[src/rtl/dmem_arb_pkg.sv]
// Shared types and defaults for the data-memory arbiter.
// Latency: none (declarations only).
// Backpressure: none (declarations only).
//
// Holds the FSM state encoding, the port numbering used for grants and acks,
// and the default geometry/latency constants used by dmem_arbiter.
package dmem_arb_pkg;

    typedef enum logic [1:0] {
        ST_IDLE   = 2'd0,
        ST_ACCESS = 2'd1,
        ST_RESP   = 2'd2
    } state_e;

    localparam logic PORT_MA  = 1'b0;
    localparam logic PORT_AUX = 1'b1;

    localparam int DEF_WAIT_CYCLES = 1;
    localparam int DEF_MEM_BASE    = 1024;
    localparam int DEF_DEPTH       = 64;

    localparam int IDX_W = 6;   // word index width for DEPTH = 64
    localparam int CNT_W = 4;   // wait-state counter, WAIT_CYCLES in 0..15

endpackage

[src/rtl/dmem_addr_check.sv]
// Byte address -> {legal, word index} for the data memory window.
// Latency: purely combinational.
// Backpressure: none.
//
// Ports:
//   addr_i   byte address of the access
//   legal_o  1 when MEM_BASE <= addr < MEM_BASE + 4*DEPTH and word aligned
//   idx_o    (addr - MEM_BASE) >> 2, meaningful only when legal_o is 1
module dmem_addr_check
    import dmem_arb_pkg::*;
#(
    parameter int MEM_BASE = DEF_MEM_BASE,
    parameter int DEPTH    = DEF_DEPTH
) (
    input  logic [31:0]      addr_i,
    output logic             legal_o,
    output logic [IDX_W-1:0] idx_o
);

    // Bounds are compared at 33 bits so an upper limit at the top of the
    // address space cannot wrap around to a small value.
    localparam logic [32:0] LO = 33'(MEM_BASE);
    localparam logic [32:0] HI = 33'(MEM_BASE) + 33'(4 * DEPTH);

    assign legal_o = ({1'b0, addr_i} >= LO) &&
                     ({1'b0, addr_i} <  HI) &&
                     (addr_i[1:0] == 2'b00);

    assign idx_o = IDX_W'((addr_i - 32'(MEM_BASE)) >> 2);

endmodule

[src/rtl/dmem_arbiter.sv]
// Shares the single-port data memory between the MA stage (port 0) and an aux master (port 1).
// Latency: legal access acks WAIT_CYCLES+2 cycles after the request is seen in IDLE; illegal acks after 1.
// Backpressure: requests are held until ack; a pending MA request raises ma_stall, losers just wait.
//
// Ports:
//   clk, rst            clock (rising edge), asynchronous active-low reset
//   ma_*  / aux_*       req/we/addr/wdata in, ack out (one-cycle pulse); ma_stall = ma_req & ~ma_ack
//   rdata, err          response, valid in the ack cycle (rdata is 0 for writes and errors)
//   mem_r_en, mem_w_en  memory strobes; mem_w_en is a single-cycle pulse per write
//   mem_idx, mem_wdata  latched word index / write data; mem_rdata is combinational from mem_idx
//
// Build option: define DMEM_ARB_RR_EN for round-robin arbitration; otherwise
// MA has fixed priority over AUX.
module dmem_arbiter
    import dmem_arb_pkg::*;
#(
    parameter int WAIT_CYCLES = DEF_WAIT_CYCLES,
    parameter int MEM_BASE    = DEF_MEM_BASE,
    parameter int DEPTH       = DEF_DEPTH
) (
    input  logic             clk,
    input  logic             rst,

    input  logic             ma_req,
    input  logic             ma_we,
    input  logic [31:0]      ma_addr,
    input  logic [31:0]      ma_wdata,
    output logic             ma_ack,
    output logic             ma_stall,

    input  logic             aux_req,
    input  logic             aux_we,
    input  logic [31:0]      aux_addr,
    input  logic [31:0]      aux_wdata,
    output logic             aux_ack,

    output logic [31:0]      rdata,
    output logic             err,

    output logic             mem_r_en,
    output logic             mem_w_en,
    output logic [IDX_W-1:0] mem_idx,
    output logic [31:0]      mem_wdata,
    input  logic [31:0]      mem_rdata
);

    state_e             state_q, state_d;
    logic [CNT_W-1:0]   cnt_q, cnt_d;
    logic               port_q, port_d;
    logic               we_q, we_d;
    logic [IDX_W-1:0]   idx_q, idx_d;
    logic [31:0]        wdata_q, wdata_d;
    logic [31:0]        rdata_q, rdata_d;
    logic               err_q, err_d;
    logic               ma_ack_q, ma_ack_d;
    logic               aux_ack_q, aux_ack_d;
`ifdef DMEM_ARB_RR_EN
    logic               last_q, last_d;
`endif

    logic               any_req;
    logic               win;
    logic               win_we;
    logic [31:0]        win_addr;
    logic [31:0]        win_wdata;
    logic               chk_legal;
    logic [IDX_W-1:0]   chk_idx;

    assign any_req = ma_req | aux_req;

`ifdef DMEM_ARB_RR_EN
    // On contention the port that was not granted last wins; a lone
    // requester always wins.
    assign win = (ma_req && aux_req) ? ~last_q : aux_req;
`else
    assign win = ma_req ? PORT_MA : PORT_AUX;
`endif

    assign win_we    = (win == PORT_AUX) ? aux_we    : ma_we;
    assign win_addr  = (win == PORT_AUX) ? aux_addr  : ma_addr;
    assign win_wdata = (win == PORT_AUX) ? aux_wdata : ma_wdata;

    dmem_addr_check #(
        .MEM_BASE (MEM_BASE),
        .DEPTH    (DEPTH)
    ) u_addr_check (
        .addr_i  (win_addr),
        .legal_o (chk_legal),
        .idx_o   (chk_idx)
    );

    always_comb begin
        state_d   = state_q;
        cnt_d     = cnt_q;
        port_d    = port_q;
        we_d      = we_q;
        idx_d     = idx_q;
        wdata_d   = wdata_q;
        rdata_d   = rdata_q;
        err_d     = err_q;
        ma_ack_d  = 1'b0;
        aux_ack_d = 1'b0;
`ifdef DMEM_ARB_RR_EN
        last_d    = last_q;
`endif

        case (state_q)
            ST_IDLE: begin
                if (any_req) begin
                    port_d  = win;
                    we_d    = win_we;
                    idx_d   = chk_idx;
                    wdata_d = win_wdata;
                    cnt_d   = CNT_W'(WAIT_CYCLES);
`ifdef DMEM_ARB_RR_EN
                    last_d  = win;
`endif
                    if (chk_legal) begin
                        state_d = ST_ACCESS;
                    end else begin
                        // Illegal address: answer straight away, memory untouched.
                        state_d   = ST_RESP;
                        err_d     = 1'b1;
                        rdata_d   = '0;
                        ma_ack_d  = (win == PORT_MA);
                        aux_ack_d = (win == PORT_AUX);
                    end
                end
            end

            ST_ACCESS: begin
                if (cnt_q == '0) begin
                    state_d   = ST_RESP;
                    err_d     = 1'b0;
                    rdata_d   = we_q ? 32'h0 : mem_rdata;
                    ma_ack_d  = (port_q == PORT_MA);
                    aux_ack_d = (port_q == PORT_AUX);
                end else begin
                    cnt_d = cnt_q - CNT_W'(1);
                end
            end

            ST_RESP: begin
                // Ack cycle; no grant is made here so acks never abut.
                state_d = ST_IDLE;
                err_d   = 1'b0;
                rdata_d = '0;
            end

            default: begin
                state_d = ST_IDLE;
            end
        endcase
    end

    always_ff @(posedge clk or negedge rst) begin
        if (!rst) begin
            state_q   <= ST_IDLE;
            cnt_q     <= '0;
            port_q    <= PORT_MA;
            we_q      <= 1'b0;
            idx_q     <= '0;
            wdata_q   <= '0;
            rdata_q   <= '0;
            err_q     <= 1'b0;
            ma_ack_q  <= 1'b0;
            aux_ack_q <= 1'b0;
`ifdef DMEM_ARB_RR_EN
            last_q    <= PORT_AUX;
`endif
        end else begin
            state_q   <= state_d;
            cnt_q     <= cnt_d;
            port_q    <= port_d;
            we_q      <= we_d;
            idx_q     <= idx_d;
            wdata_q   <= wdata_d;
            rdata_q   <= rdata_d;
            err_q     <= err_d;
            ma_ack_q  <= ma_ack_d;
            aux_ack_q <= aux_ack_d;
`ifdef DMEM_ARB_RR_EN
            last_q    <= last_d;
`endif
        end
    end

    assign ma_ack    = ma_ack_q;
    assign aux_ack   = aux_ack_q;
    assign ma_stall  = ma_req & ~ma_ack_q;
    assign rdata     = rdata_q;
    assign err       = err_q;

    // Reads strobe for the whole access; the write strobe fires only in the
    // final wait cycle so each write lands exactly once.
    assign mem_r_en  = (state_q == ST_ACCESS) && !we_q;
    assign mem_w_en  = (state_q == ST_ACCESS) && we_q && (cnt_q == '0);
    assign mem_idx   = idx_q;
    assign mem_wdata = wdata_q;

endmodule

[config.mk]
export PLATFORM = sky130hd
export DESIGN_NAME = dmem_arbiter
export DESIGN_NICKNAME = d
export VERILOG_FILES = /design/src/rtl/dmem_arb_pkg.sv /design/src/rtl/dmem_addr_check.sv /design/src/rtl/dmem_arbiter.sv
export SDC_FILE = /design/constraint.sdc
export NUM_CORES = 1
export LEC_CHECK = 0
export CORE_UTILIZATION = 40
export DETAILED_ROUTE_END_ITERATION = 6
export PLACE_DENSITY = 0.84
export SLEW_MARGIN = 30
export SYNTH_ARGS = -nofsm -noshare
export SYNTH_HDL_FRONTEND = slang
export SYNTH_SLANG_ARGS = --single-unit
[constraint.sdc]
create_clock -name clk -period 2.8 [get_ports clk]
set_input_delay 0.56 -clock clk [delete_from_list [all_inputs] [get_ports clk]]
set_output_delay 0.56 -clock clk [all_outputs]
set_load 0.03 [all_outputs]
# Yosys cells after proc, flatten, opt, wreduce, memory -nomap -nowiden
# Index checks and enable logic that the tools add are counted.
word_totals:
  memories: 0
  regBits: 81
  mem_bits_ro: 0
  latch_bits: 0
  word_cells: 67
  ramBits: 0
  input_bits: 166
classes:
  shift: 0
  multipliers: 0
  eq_ne: 6
  addsub: 2
  mux: 28
  order_cmp: 2
  div: 0
  n_reduce_logical: 15
  bitwise: 4
op_table:
  columns: ["operator", "n"]
  rows:
  - ["2-to-1 mux 32 bit", 6]
  - ["one-hot mux 32 bit (3 select lines)", 1]
  - [">= comparator 32 x 11 -> 1 bit (second input constant)", 1]
  - ["less-than comparator 32 x 11 -> 1 bit (second input constant)", 1]
  - ["2-to-1 mux 1 bit", 11]
  - ["2-to-1 mux 4 bit", 2]
  - ["!= test 2 bit (second input constant)", 4]
  - ["one-hot mux 4 bit (2 select lines)", 1]
  - ["subtractor 8 x 1 -> 8 bit (second input constant)", 1]
  - ["2-to-1 mux 2 bit", 3]
  - ["logical AND 1 bit", 5]
  - ["logical NOT 2 bit", 2]
  - ["logical NOT 4 bit", 1]
  - ["one-hot mux 1 bit (2 select lines)", 2]
  - ["one-hot mux 2 bit (2 select lines)", 1]
  - ["AND reduction 2 bit", 2]
  - ["AND reduction 4 bit", 1]
  - ["subtractor 4 x 1 -> 4 bit (second input constant)", 1]
  - ["one-hot mux 1 bit (3 select lines)", 1]
  - ["AND reduction 3 bit", 1]
  - ["nonzero test 3 bit", 1]
  - ["equality test 2 x 1 -> 1 bit (second input constant)", 1]
  - ["equality test 2 bit (second input constant)", 1]
  - ["inverter 1 bit", 2]
  - ["other kinds (4)", 4]

# Logic depth before layout (Yosys ltp)
logic_depth:
  word_depth: 7
  mapped_depth: 8
  mapped_depth_nobuf: 7

# Cells and area by module
# Synthesis repeated with hierarchy kept, for this count alone.
unflattened:
  hier_cells: 405
  area_unflattened_um2: 4225.3
modules_own_cells:
  columns: ["mod", "area_per_inst_um2", "n_inst", "cells_each"]
  rows:
  - ["dmem_arbiter", 4102.7, 1, 389]
  - ["dmem_addr_check", 122.6, 1, 16]

# Worst setup path after synthesis
# Ideal clock, no wire load.
synth_path:
  path_type: "register to output"
  start: "register state_q[1]"
  end: "output port mem_r_en"
  path_stages_with_launch: 7
  arrival_time_ns: 1.588
  n_path_buf: 3
  required_ns: 2.240
  path_slack_ns: 0.652
  path_cell_list: "dfrtp_1 inv_1 ha_1 clkbuf_1 nor2b_1 clkbuf_1 clkbuf_1"
synth_between:
  elab_chain_len: 2
synth_lines:
  columns: ["element", "line_no", "text"]
  rows:
  - ["from (decl)", "dmem_arbiter.sv:47", "state_e state_q, state_d;"]
  - ["from (signal assigned)", "dmem_arbiter.sv:172", "state_q <= state_d;"]
  - ["equality test 2 x 1 -> 1 bit", "dmem_arbiter.sv:196", "assign mem_r_en = (state_q == ST_ACCESS) && !we_q;"]
  - ["logical AND 1 bit", "dmem_arbiter.sv:196", null]
  - ["to (decl)", "dmem_arbiter.sv:40", "output logic mem_r_en,"]
# Every way passes these cells.

# Worst setup path after layout
# Ends and elaborated chain as after synthesis.

==> impl_metrics.toml <==
[routing]
drt_iter0_markers = 41
dr.pass1.iters = 4
wire_per_inst_um = 14.4
vias_per_cell = 4.70
wl_met3_um = 900
met1Wirelength_um = 4450
wirelength_um = 10900
met2_length_um = 5350
vias = 3556
remaining_drc_errors = 0
drtAntennaViolNets = 0
highest_layer = "met4"

[cells_and_area]
n_fill_cell = 678
nNetsFinal = 792
syn_to_final_growth_pct = 72.6
layout-drive-gt1-share_pct = 4.63
n_antenna_cell = 0

[setup_path]
end_kind = "output pin"
crit_type = "flip-flop to output pin"
worst_setup_path_start_kind = "flip-flop"
worstReg2RegEnd = "rdata[9]"
arrival_ns = 2.10
critPathRequiredTime_ns = 2.24
crit_start = "state_q[1]"
r2r_start = "state_q[0]"
crit_end = "mem_r_en"
cp_max_fo = 9
worstRegToRegCells = 7
worst-r2r-setup-slack_ns = 0.72

[logic_synthesis]
yosysMostFrequentCell = "dfrtp_1"
synth_nets = 554
avgSynthCellArea_um2 = 10.1
synth.yosys.seq_area_share_pct = 52.5
netlist_area_mm2 = 0.00386
synth_top_area_cell = "dfrtp_1"
synthFlopType = "dfrtp_1"
synthCells = 384
synth_edf_count = 0
yosysWarnings = 0
ys_types = 30
synth_area_leaders = "dfrtp_1, mux2i_1, nand2_1"
ys_top_cells_by_count = "dfrtp_1, nand2_1, mux2i_1"
async_flop_share_pct = 100
synth_top_area_share_pct = 52.5
ys_ff_latch = 81

[clocking]
cts_buffer_depth = 2
clk_pin_slew_ns = 0.09
clockRootBuffer = "clkbuf_8"
cts_made_buffers = 9
cts_sinks = 81
cts_max_level = 3
cts_tree = "done"
clk_latency_ns = 0.35

[die]
die_h_um = 100
start_util_pct = 41.6
num_rows = 35
core_mm2 = 0.00928
die_w_um = 100
die-area_mm2 = 0.0101
ios = 242

[placed_design]
dp_slack_ns = 0.283
place_congestion = 0.820
hpwl_um = 8610
port_buffers = 241

[global_route]
gr-total-overflow = 0
grt_max_degree = 83
antenna_found_initial = 0
grt_pass1_vias = 3749
grt_pass1_wl_um = 17600
grtUsageTotal_pct = 22.4

[timing]
skew_ns = 0.0130
finalSetupTns_ns = 0
rsz0062_at_grt = "no"
worst_pin_slew_ns = 0.582
drv_slew = 0
fin_crit_sh_pct = 94.8
max-slew-margin-rel_pct = 60.9
holdWs_ns = 0.171
worst_slack_ns = 0.145
fmax_mhz = 377
setup_violations = 0
hold_viol_final = 0
finalCriticalPeriod_ns = 2.66

[job]
drv_cap = 0

[pwr]
leakage_uw = 0.00289
power_uw = 4970
power_density_mw_per_mm2 = 746
peakVddDrop_mv = 0.484

[worst_hold_path]
hold_path.class = "input pin to async pin"

[status]
status = "finished, final reports clean"
-- metrics by stage --
step / cell area (um^2) / util, % / cells
6_report: 6660 / 71.8 / 756
5_1_grt: 6660 / 71.8 / 756
4_1_cts: 6660 / 71.8 / 756
3_5_place_dp: 6430 / 69.3 / 740
3_3_place_gp: 6430 / 69.3 / 740
2_1_floorplan: 3860 / - / 384
-- worst max-delay path, stage by stage (launching register included) --
cell	delay, ns
dfrtp_1	0.39
inv_1	0.08
ha_1	0.34
nor2b_2	0.24
clkdlybuf4s50_1	0.71
-- cells by family after synthesis --
| family | share of synthesized area [%] |
|---|---|
| DFF | 52.5 |
| and+or+nand+nor | 12.7 |
| AOI/OAI and AO/OA | 8.04 |
| xor gates and xnor gates | 0.454 |
| buffers and inverters | 6.61 |
| adders and majority gates | 1.30 |
| muxes | 18.4 |
-- layout by cell type, fill, tap and decap left out --
| cell | n |
|---|---|
| dlygate4sd2_1 | 1 |
| nor3_1 | 4 |
| nor3b_1 | 1 |
| o22ai_1 | 2 |
| a21oi_1 | 2 |
| o21ai_4 | 1 |
| buf_2 | 1 |
| o221ai_2 | 1 |
| clkbuf_8 | 10 |
| nor2_1 | 6 |
| inv_1 | 39 |
| mux2i_1 | 71 |
| o21a_1 | 2 |
| buf_12 | 3 |
| nor4_1 | 9 |
| nor2b_1 | 1 |
| nand3b_1 | 1 |
| o31ai_1 | 1 |
| xor2_1 | 2 |
| nor2b_2 | 1 |
| clkdlybuf4s50_1 | 238 |
| dfrtp_1 | 81 |
| ha_1 | 4 |
| nor4bb_1 | 1 |
| nand4_1 | 2 |
| bufinv_16 | 2 |
| a21o_1 | 1 |
| and2_1 | 1 |
| inv_6 | 2 |
| a22o_1 | 1 |
| a21oi_4 | 1 |
| clkinv_4 | 1 |
| inv_8 | 1 |
| o21ai_0 | 42 |
| nor4b_1 | 3 |
| nand3_1 | 4 |
| buf_4 | 5 |
| o32a_1 | 1 |
| nand2_1 | 77 |
-- flip-flops by register name (all words and copies together) (netlist names) --
signal / count
mem_wdata: 32
port_q: 1
err: 1
cnt_q: 4
mem_idx: 6
aux_ack: 1
we_q: 1
state_q: 2
ma_ack: 1
rdata: 32
-- timing repair --
action / 4_1_cts / 5_1_grt
resized for setup: 1 / 0
buffers inserted: 0 / 0
hold buffers: 0 / 0
endpoints found under the setup margin: 1 / 0
hold endpoints to repair: 0 / 0
-- cell type report --
cell class,instances,area [um^2],area share (%)
Clock buffer,10,138,2.07
Clock inverter,6,97.6,1.46
Inverter,39,146,2.20
Multi-Input combinational cell,243,1600,24.0
Sequential cell,81,2030,30.4
Tap cell,129,161,2.42
Timing Repair Buffer,248,2490,37.4
-- report_power, final --
part / total (uW) / internal, uW / switching [uW] / leakage [uW]
registers: 1630 / 1470 / 160 / 0.00105
logic: 2350 / 1050 / 1310 / 0.00171
clock network: 987 / 541 / 446 / 0.000119
-- worst min path at each step --
| stage | startpoint | endpoint | slack (ns) | depth (start not counted) |
|---|---|---|---|---|
| after floorplan | rst | aux_ack | 0.26 | 0 |
| after global placement | mem_wdata[19] | mem_wdata[19] | 0.46 | 2 |
| after detailed placement | mem_wdata[10] | mem_wdata[10] | 0.47 | 2 |
| after CTS | rst | rdata[1] | 0.18 | 1 |
| after global routing | rst | rdata[29] | 0.20 | 1 |
| final | rst | rdata[1] | 0.17 | 1 |
-- layer usage --
layer	vias up	track usage (%)
met3	19	7.10
li1	1757	-
met5	-	0
met4	0	8.81
met2	159	38.0
met1	1621	26.5
Note: power is estimated with default switching activity, not from simulation.
